`src/rtl/disp_page_sched.sv`:
```
// Page-select sequencer and digit-scan timebase for the 8-digit TDM 7-segment driver.
// Optional macro PAGE_SKIP_EMPTY_EN adds page1_valid so an empty BR3 page is skipped.
module disp_page_sched #(
  parameter int SCAN_DIV    = 100000,
  parameter int DWELL_TICKS = 2000,
  parameter int N_DIGITS    = 8
) (
  input  logic                        clk,
  input  logic                        reset,
  input  logic                        btn_next,
  input  logic                        auto_en,
  input  logic                        freeze,
`ifdef PAGE_SKIP_EMPTY_EN
  input  logic                        page1_valid,
`endif
  output logic                        sel,
  output logic [$clog2(N_DIGITS)-1:0] digit_idx,
  output logic                        scan_tick,
  output logic                        blank,
  output logic                        page_changed
);

  localparam int CNT_W = (SCAN_DIV > 1) ? $clog2(SCAN_DIV) : 1;
  localparam int DWL_W = (DWELL_TICKS > 1) ? $clog2(DWELL_TICKS) : 1;
  localparam int DIG_W = $clog2(N_DIGITS);

  localparam logic [CNT_W-1:0] CNT_LAST = CNT_W'(SCAN_DIV - 1);
  localparam logic [DWL_W-1:0] DWL_LAST = DWL_W'(DWELL_TICKS - 1);
  localparam logic [DIG_W-1:0] DIG_LAST = DIG_W'(N_DIGITS - 1);

  typedef enum logic [2:0] {
    PAGE0  = 3'd0,
    WAIT01 = 3'd1,
    BLANK1 = 3'd2,
    PAGE1  = 3'd3,
    WAIT10 = 3'd4,
    BLANK0 = 3'd5
  } state_t;

  state_t           state_q, state_d;
  logic [CNT_W-1:0] cnt_q, cnt_d;
  logic [DIG_W-1:0] digit_q, digit_d;
  logic [DWL_W-1:0] dwell_q, dwell_d;
  logic             btn_q;
  logic             sel_q, sel_d;
  logic             blank_q, blank_d;
  logic             changed_q, changed_d;

  logic tick;
  logic frame_end;
  logic in_page;
  logic btn_rise;
  logic auto_req;
  logic req;
  logic p1_ok;

`ifdef PAGE_SKIP_EMPTY_EN
  assign p1_ok = page1_valid;
`else
  assign p1_ok = 1'b1;
`endif

  // Prescaler and digit scan counter
  always_comb begin
    tick      = (cnt_q == CNT_LAST);
    cnt_d     = tick ? '0 : cnt_q + 1'b1;
    frame_end = tick && (digit_q == DIG_LAST);
    digit_d   = digit_q;
    if (tick) begin
      digit_d = (digit_q == DIG_LAST) ? '0 : digit_q + 1'b1;
    end
  end

  assign in_page  = (state_q == PAGE0) || (state_q == PAGE1);
  assign btn_rise = btn_next && !btn_q;

  // Dwell timer only runs while a page is being shown; leaving a page clears it
  always_comb begin
    dwell_d  = dwell_q;
    auto_req = 1'b0;
    if (!in_page || !auto_en) begin
      dwell_d = '0;
    end else if (!freeze && tick) begin
      if (dwell_q == DWL_LAST) begin
        dwell_d  = '0;
        auto_req = 1'b1;
      end else begin
        dwell_d = dwell_q + 1'b1;
      end
    end
  end

  assign req = auto_req || btn_rise;

  always_comb begin
    state_d = state_q;
    case (state_q)
      PAGE0:  if (req && p1_ok) state_d = WAIT01;
      WAIT01: if (frame_end) state_d = BLANK1;
      BLANK1: begin
        if (!p1_ok) begin
          state_d = WAIT10;
        end else if (frame_end) begin
          state_d = PAGE1;
        end
      end
      PAGE1:  if (req || !p1_ok) state_d = WAIT10;
      WAIT10: if (frame_end) state_d = BLANK0;
      BLANK0: if (frame_end) state_d = PAGE0;
      default: state_d = PAGE0;
    endcase
  end

  // Outputs are decoded from the next state so they change on the transition edge
  always_comb begin
    sel_d     = (state_d == BLANK1) || (state_d == PAGE1) || (state_d == WAIT10);
    blank_d   = (state_d == BLANK1) || (state_d == BLANK0);
    changed_d = (sel_d != sel_q);
  end

  always_ff @(posedge clk) begin
    if (reset) begin
      state_q   <= PAGE0;
      cnt_q     <= '0;
      digit_q   <= '0;
      dwell_q   <= '0;
      btn_q     <= 1'b1;
      sel_q     <= 1'b0;
      blank_q   <= 1'b0;
      changed_q <= 1'b0;
    end else begin
      state_q   <= state_d;
      cnt_q     <= cnt_d;
      digit_q   <= digit_d;
      dwell_q   <= dwell_d;
      btn_q     <= btn_next;
      sel_q     <= sel_d;
      blank_q   <= blank_d;
      changed_q <= changed_d;
    end
  end

  assign sel          = sel_q;
  assign digit_idx    = digit_q;
  assign scan_tick    = tick;
  assign blank        = blank_q;
  assign page_changed = changed_q;

endmodule

```
`config.mk`:
```
export PLATFORM = sky130hd
export DESIGN_NAME = disp_page_sched
export DESIGN_NICKNAME = d
export VERILOG_FILES = /design/src/rtl/disp_page_sched.sv
export SDC_FILE = /design/constraint.sdc
export NUM_CORES = 1
export LEC_CHECK = 0
export CELL_PAD_IN_SITES_DETAIL_PLACEMENT = 0
export CELL_PAD_IN_SITES_GLOBAL_PLACEMENT = 1
export CORE_MARGIN = 3
export CORE_UTILIZATION = 44
export DETAILED_ROUTE_END_ITERATION = 6
export PLACE_DENSITY = 0.87
export SYNTH_ARGS = -nofsm -noshare
export SYNTH_HDL_FRONTEND = slang
export SYNTH_SLANG_ARGS = --single-unit
```
`constraint.sdc`:
```
create_clock -name clk -period 3 [get_ports clk]
set_clock_uncertainty 0.15 [all_clocks]
set_input_delay 0.6 -clock clk [delete_from_list [all_inputs] [get_ports clk]]
set_output_delay 0.6 -clock clk [all_outputs]
set_load 0.005 [all_outputs]
```
# Yosys cells after proc, flatten, opt, wreduce, memory -nomap -nowiden
# Index checks and enable logic that the tools add are counted.
[classes]
n_addsub = 3
mul = 0
div_mod_pow = 0
n_lt_le_gt_ge = 0
eq_ne = 13
shift = 0
mux = 12
bitwise = 0
n_reduce_logical = 16
[op_table]
columns = ["operator", "count"]
rows = [
  ["two-way mux 3 bit", 7],
  ["case mux 3 bit (6 select lines)", 1],
  ["adder 17 x 1 -> 17 bit (second input constant)", 1],
  ["equality test 17 bit (second input constant)", 1],
  ["equality test 3 bit (second input constant)", 5],
  ["equality test 3 x 2 -> 1 bit (second input constant)", 4],
  ["adder 11 x 1 -> 11 bit (second input constant)", 1],
  ["equality test 11 bit (second input constant)", 1],
  ["two-way mux 11 bit", 1],
  ["logical OR 1 bit", 6],
  ["zero test 1 bit", 4],
  ["OR reduction 2 bit", 2],
  ["adder 3 x 1 -> 3 bit (second input constant)", 1],
  ["equality test 3 x 1 -> 1 bit (second input constant)", 1],
  ["logical AND 1 bit", 3],
  ["zero test 3 bit", 1],
  ["two-way mux 1 bit", 3],
  ["!= test 1 bit", 1],
]
[totals]
regBits = 38
latchBits = 0
mem_bits_rw = 0
mem_bits_ro = 0
inputBits = 5
out_inout_bits = 7
wordCells = 52
n_memories = 0

# Longest topological paths before layout
[logic_depth]
depth_word = 12
mapped_depth = 9
ltp_nobuf = 8

# Worst setup path after synthesis
# Ideal clock, no wire load.
[synth_path]
path_kind = "flip-flop to flip-flop"
from = "reg cnt_q[11]"
to = "reg blank_q, in the netlist blank"
setup_ns = 0.130
t_arrival_ns = 1.957
required_ns = 2.720
path_slack_ns = 0.763
stages_incl_launch_ff = 9
path_buffers = 1
period_less_slack_ns = 2.237
path_cell_list = "dfxtp_1 or4b_1 nand4b_4 inv_2 buf_6 nand2_2 mux2_4 a311oi_2 o32ai_1"
[synth_between]
elab_chain_len = 9
word_cells_on_any_way = 16
cone_classes = "eq/ne: 3; mux: 9; reduce/logical: 4"
[synth_rtl]
columns = ["item", "line_no", "source"]
rows = [
  ["start, declared", "41", "logic [CNT_W-1:0] cnt_q, cnt_d;"],
  ["start signal, assigned", "133", "cnt_q <= cnt_d;"],
  ["equality test 17 bit (*)", "65", "tick = (cnt_q == CNT_LAST);"],
  ["net scan_tick", "18", "output logic scan_tick,"],
  ["logical AND 1 bit", "83", "end else if (!freeze && tick) begin"],
  ["two-way mux 1 bit", "83", ""],
  ["two-way mux 1 bit", "81", "if (!in_page || !auto_en) begin"],
  ["logical OR 1 bit", "93", "assign req = auto_req || btn_rise;"],
  ["two-way mux 3 bit (on tied branches)", "107, 98", ""],
  ["case mux 3 bit (6 select lines) (*)", "97", "case (state_q)"],
  ["equality test 3 x 2 -> 1 bit or equality test 3 bit (tied branches)", "117", "blank_d = (state_d == BLANK1) || (state_d == BLANK0);"],
  ["logical OR 1 bit (*)", "117", ""],
  ["end signal, assigned", "138", "blank_q <= blank_d;"],
  ["end, declared", "46", "logic blank_q, blank_d;"],
]
# Mark *: on every way through the listed nets, which the timed path passes. The rest lies on a longest branch.
# A chain may end at the register's enable or synchronous reset.

# Worst setup path in the final report
[layout_path]
from = "reg cnt_q[11]"
to = "out scan_tick"
[layout_between]
elab_chain_len = 1
[layout_rtl]
columns = ["item", "line_no"]
rows = [
  ["equality test 17 bit", "65"],
  ["end, declared", "18"],
]
# Every way passes these cells.

==> qor.csv <==
metric,value,unit
clk_lat worst skew,0.29,ns
setup ws final,0.252,ns
via-per-instance ratio,5.13,
ANT nets after route,0,
Clock power frac,38.9,%
Final Hold Vio Count,0,
pin count of the biggest net entering global routing,16,
core region area,0.00374,mm2
number of detailed-route iterations in the first pass,4,
Finished Layout Cells,266,
worst slew pin tran,0.579,ns
vias,1365,
Syn Inst Count,205,
Leakage,0.735,nW
vias in the first global route,1213,
worst reg2reg path depth,8,
Crit path depth,4,
"Largest delay share family, worst path",simple AND/OR/NAND/NOR gates,
IO Port Bufs,11,
"EDFF count, synth",0,
Final Max Tran Viols,0,
final net count,226,
HP Start,cnt_q[0],
Psw,0.204,mW
Inst Count DP,258,
DP Worst Slack,0.561,ns
Starting DRT DRC Count,61,
"Reg clk slew, reported paths",0.08,ns
ys flop type,dfxtp_1,
post-layout min period,2.75,ns
setup_tns,0,ns
"Seq/Total Area, Yosys",43.2,%
Max clock buf depth,2,
post-synthesis mux area share,0.853,%
post-synthesis register bit count,38,
syn_area_per_cell,8.58,um2
CP Launch Type,flop,
Cell Rows,22,
root buffer cell,clkbuf_8,
share of cells above drive strength 1,7.80,%
slowest CP cell,or4b_1,
Wirelength per Cell,11.5,um
Worst EP required,2.25,ns
crit path buf inv count,2,
"top cells by area, synth","dfxtp_1 43%, xor2_1 8.5%, nor2_1 7.5%, nand2_1 4.3%, a21oi_1 3.7%",
internal power,0.686,mW
initial antenna violation count,0,
post-synth top area cell,dfxtp_1,
detailed placement HPWL,2160,um
GRT Util Overall,13.8,%
Hold WC Path Type,flop to flop,
combinational power share,3.4,%
GPL Wtd Cong,0.776,
first-pass GRT wire length,5480,um
status,finished clean,
R2R Path Start,cnt_q[11],
cts repair resizes,0,
H-Tree Depth,2,
post-synthesis adder-cell area fraction,2.84,%
critical path class,flop to output port,
main combinational cell family by area after synthesis,simple AND/OR/NAND/NOR gates,
Routed Wire Length,3050,um
worst vdd ir,0.254,mV
Die Wd,69.2,um
die extent in y,69.2,um
share of the synthesized area in the top cell type,43.2,%
Async SR Flop Fraction,0,%
XOR/XNOR Fraction of Synth Area,11.5,%
sequential power share,57.7,%
cts-stage hold buffer count,0,
Final Cycle Share,91.6,%
CP Capture Type,output port,
Sw Ratio,23.0,%
WHS Path Cells,1,
Worst Path Max Fanout,10,
Rel. slew slack,61.4,%
DRC viols,0,
DIE AREA,0.00479,mm2
yosys warns,0,
Cell variety after synth,37,
CTS Buf Count,5,
synthesized area,0.00176,mm2
io pins,12,
PwrDens,447,mW/mm2
CTS tree,yes,
RSZ-0062 raised after global routing,no,
P&R area growth vs syn,13.3,%
Clock Sinks,38,
syn_nets,214,
# Post-CTS Setup Buffers,0,
Initial Utilization,47.0,%
total gr overflow,0,
antenna fix cells,0,
Simple-Gate Fraction of Synth Area,29.8,%
fmax,364,MHz
crit path from,cnt_q[11],
final setup fails,0,
Critical Path Max Stage Delay,0.51,ns
Worst Path Arrival,2.00,ns
complex-gate fraction of the synthesized area,8.61,%
max_cap viols,0,
CP Cell Sequence,or4b_1 > nand4b_4 > inv_2 > clkdlybuf4s50_1,
==> cells by family after synthesis <==
| logic type | Yosys count |
|---|---|
| flops | 38 |
| fa+ha+maj | 4 |
| buf+inv | 13 |
| compound gates | 26 |
| mux | 1 |
| xor+xnor | 23 |
| simple gates | 100 |
==> flip-flops by register name (all words and copies together) (netlist names) <==
name          count
state_q           3
page_changed      1
btn_q             1
digit_idx         3
cnt_q            17
blank             1
dwell_q          11
sel               1
==> layout make-up <==
class	count	area [um2]
repair buffers	12	118
inverters	6	22.5
well taps	48	60.1
flip-flops and latches	38	761
multi-input cells	154	942
clock inverters	3	21.3
fillers	362	1750
clock buffers	5	68.8
==> synth_stat cells, types with 2 or more instances <==
| cell type | n |
|---|---|
| dfxtp_1 | 38 |
| nor2_1 | 35 |
| nand2_1 | 20 |
| xor2_1 | 17 |
| a21oi_1 | 13 |
| o21ai_0 | 8 |
| or3_1 | 8 |
| nand3_1 | 7 |
| clkbuf_1 | 6 |
| xnor2_1 | 6 |
| inv_1 | 5 |
| nand4_1 | 5 |
| ha_1 | 4 |
| nor3_1 | 4 |
| and3_1 | 3 |
| nand2b_1 | 3 |
| and4_1 | 2 |
| and4bb_2 | 2 |
==> power groups by stage <==
stage          combinational, mW  clock (mW)  sequential (mW)
5_1_grt                   0.0351       0.383            0.514
2_1_floorplan             0.0220           0            0.523
3_3_place_gp              0.0305           0            0.526
4_1_cts                   0.0307       0.360            0.514
3_5_place_dp              0.0306           0            0.526
6_report                  0.0301       0.347            0.514
==> placed cells by master, fill, tap and decap left out, drive strengths merged, types with 3 or more instances in the layout <==
master / count
nand2: 21
ha: 4
inv: 6
clkbuf: 5
xnor2: 6
nor3: 4
a21oi: 13
nand2b: 3
dfxtp: 38
nor2: 35
o21ai: 8
and3: 3
xor2: 17
or3: 8
nand4: 5
clkdlybuf4s50: 11
nand3: 7
==> routing by layer <==
metal | vias to the layer above | wire, um | global-route usage (%)
met1 | 615 | 1640 | 19.9
met5 | - | 0 | 0
met4 | 0 | 46 | 4.56
met3 | 5 | 129 | 4.64
li1 | 722 | - | -
met2 | 23 | 1230 | 19.2
==> per-stage QoR <==
stage	instance area, um2	util, %	power (mW)	hold slack [ns]
floorplan	1760	-	0.545	0.276
global placement	1900	50.8	0.556	0.288
detailed placement	1900	50.8	0.556	0.295
CTS	1990	53.2	0.904	0.314
global route	1990	53.2	0.932	0.335
finish	1990	53.2	0.890	0.305
==> worst paths after layout <==
| path | end | slack, ns |
|---|---|---|
| worst min-delay path | cnt_q[0] | 0.30 |
| worst max register to register | blank | 0.56 |
| worst min register to register | cnt_q[0] | 0.30 |
| worst max-delay path | scan_tick | 0.25 |
Power figures use the tool's default switching activity.
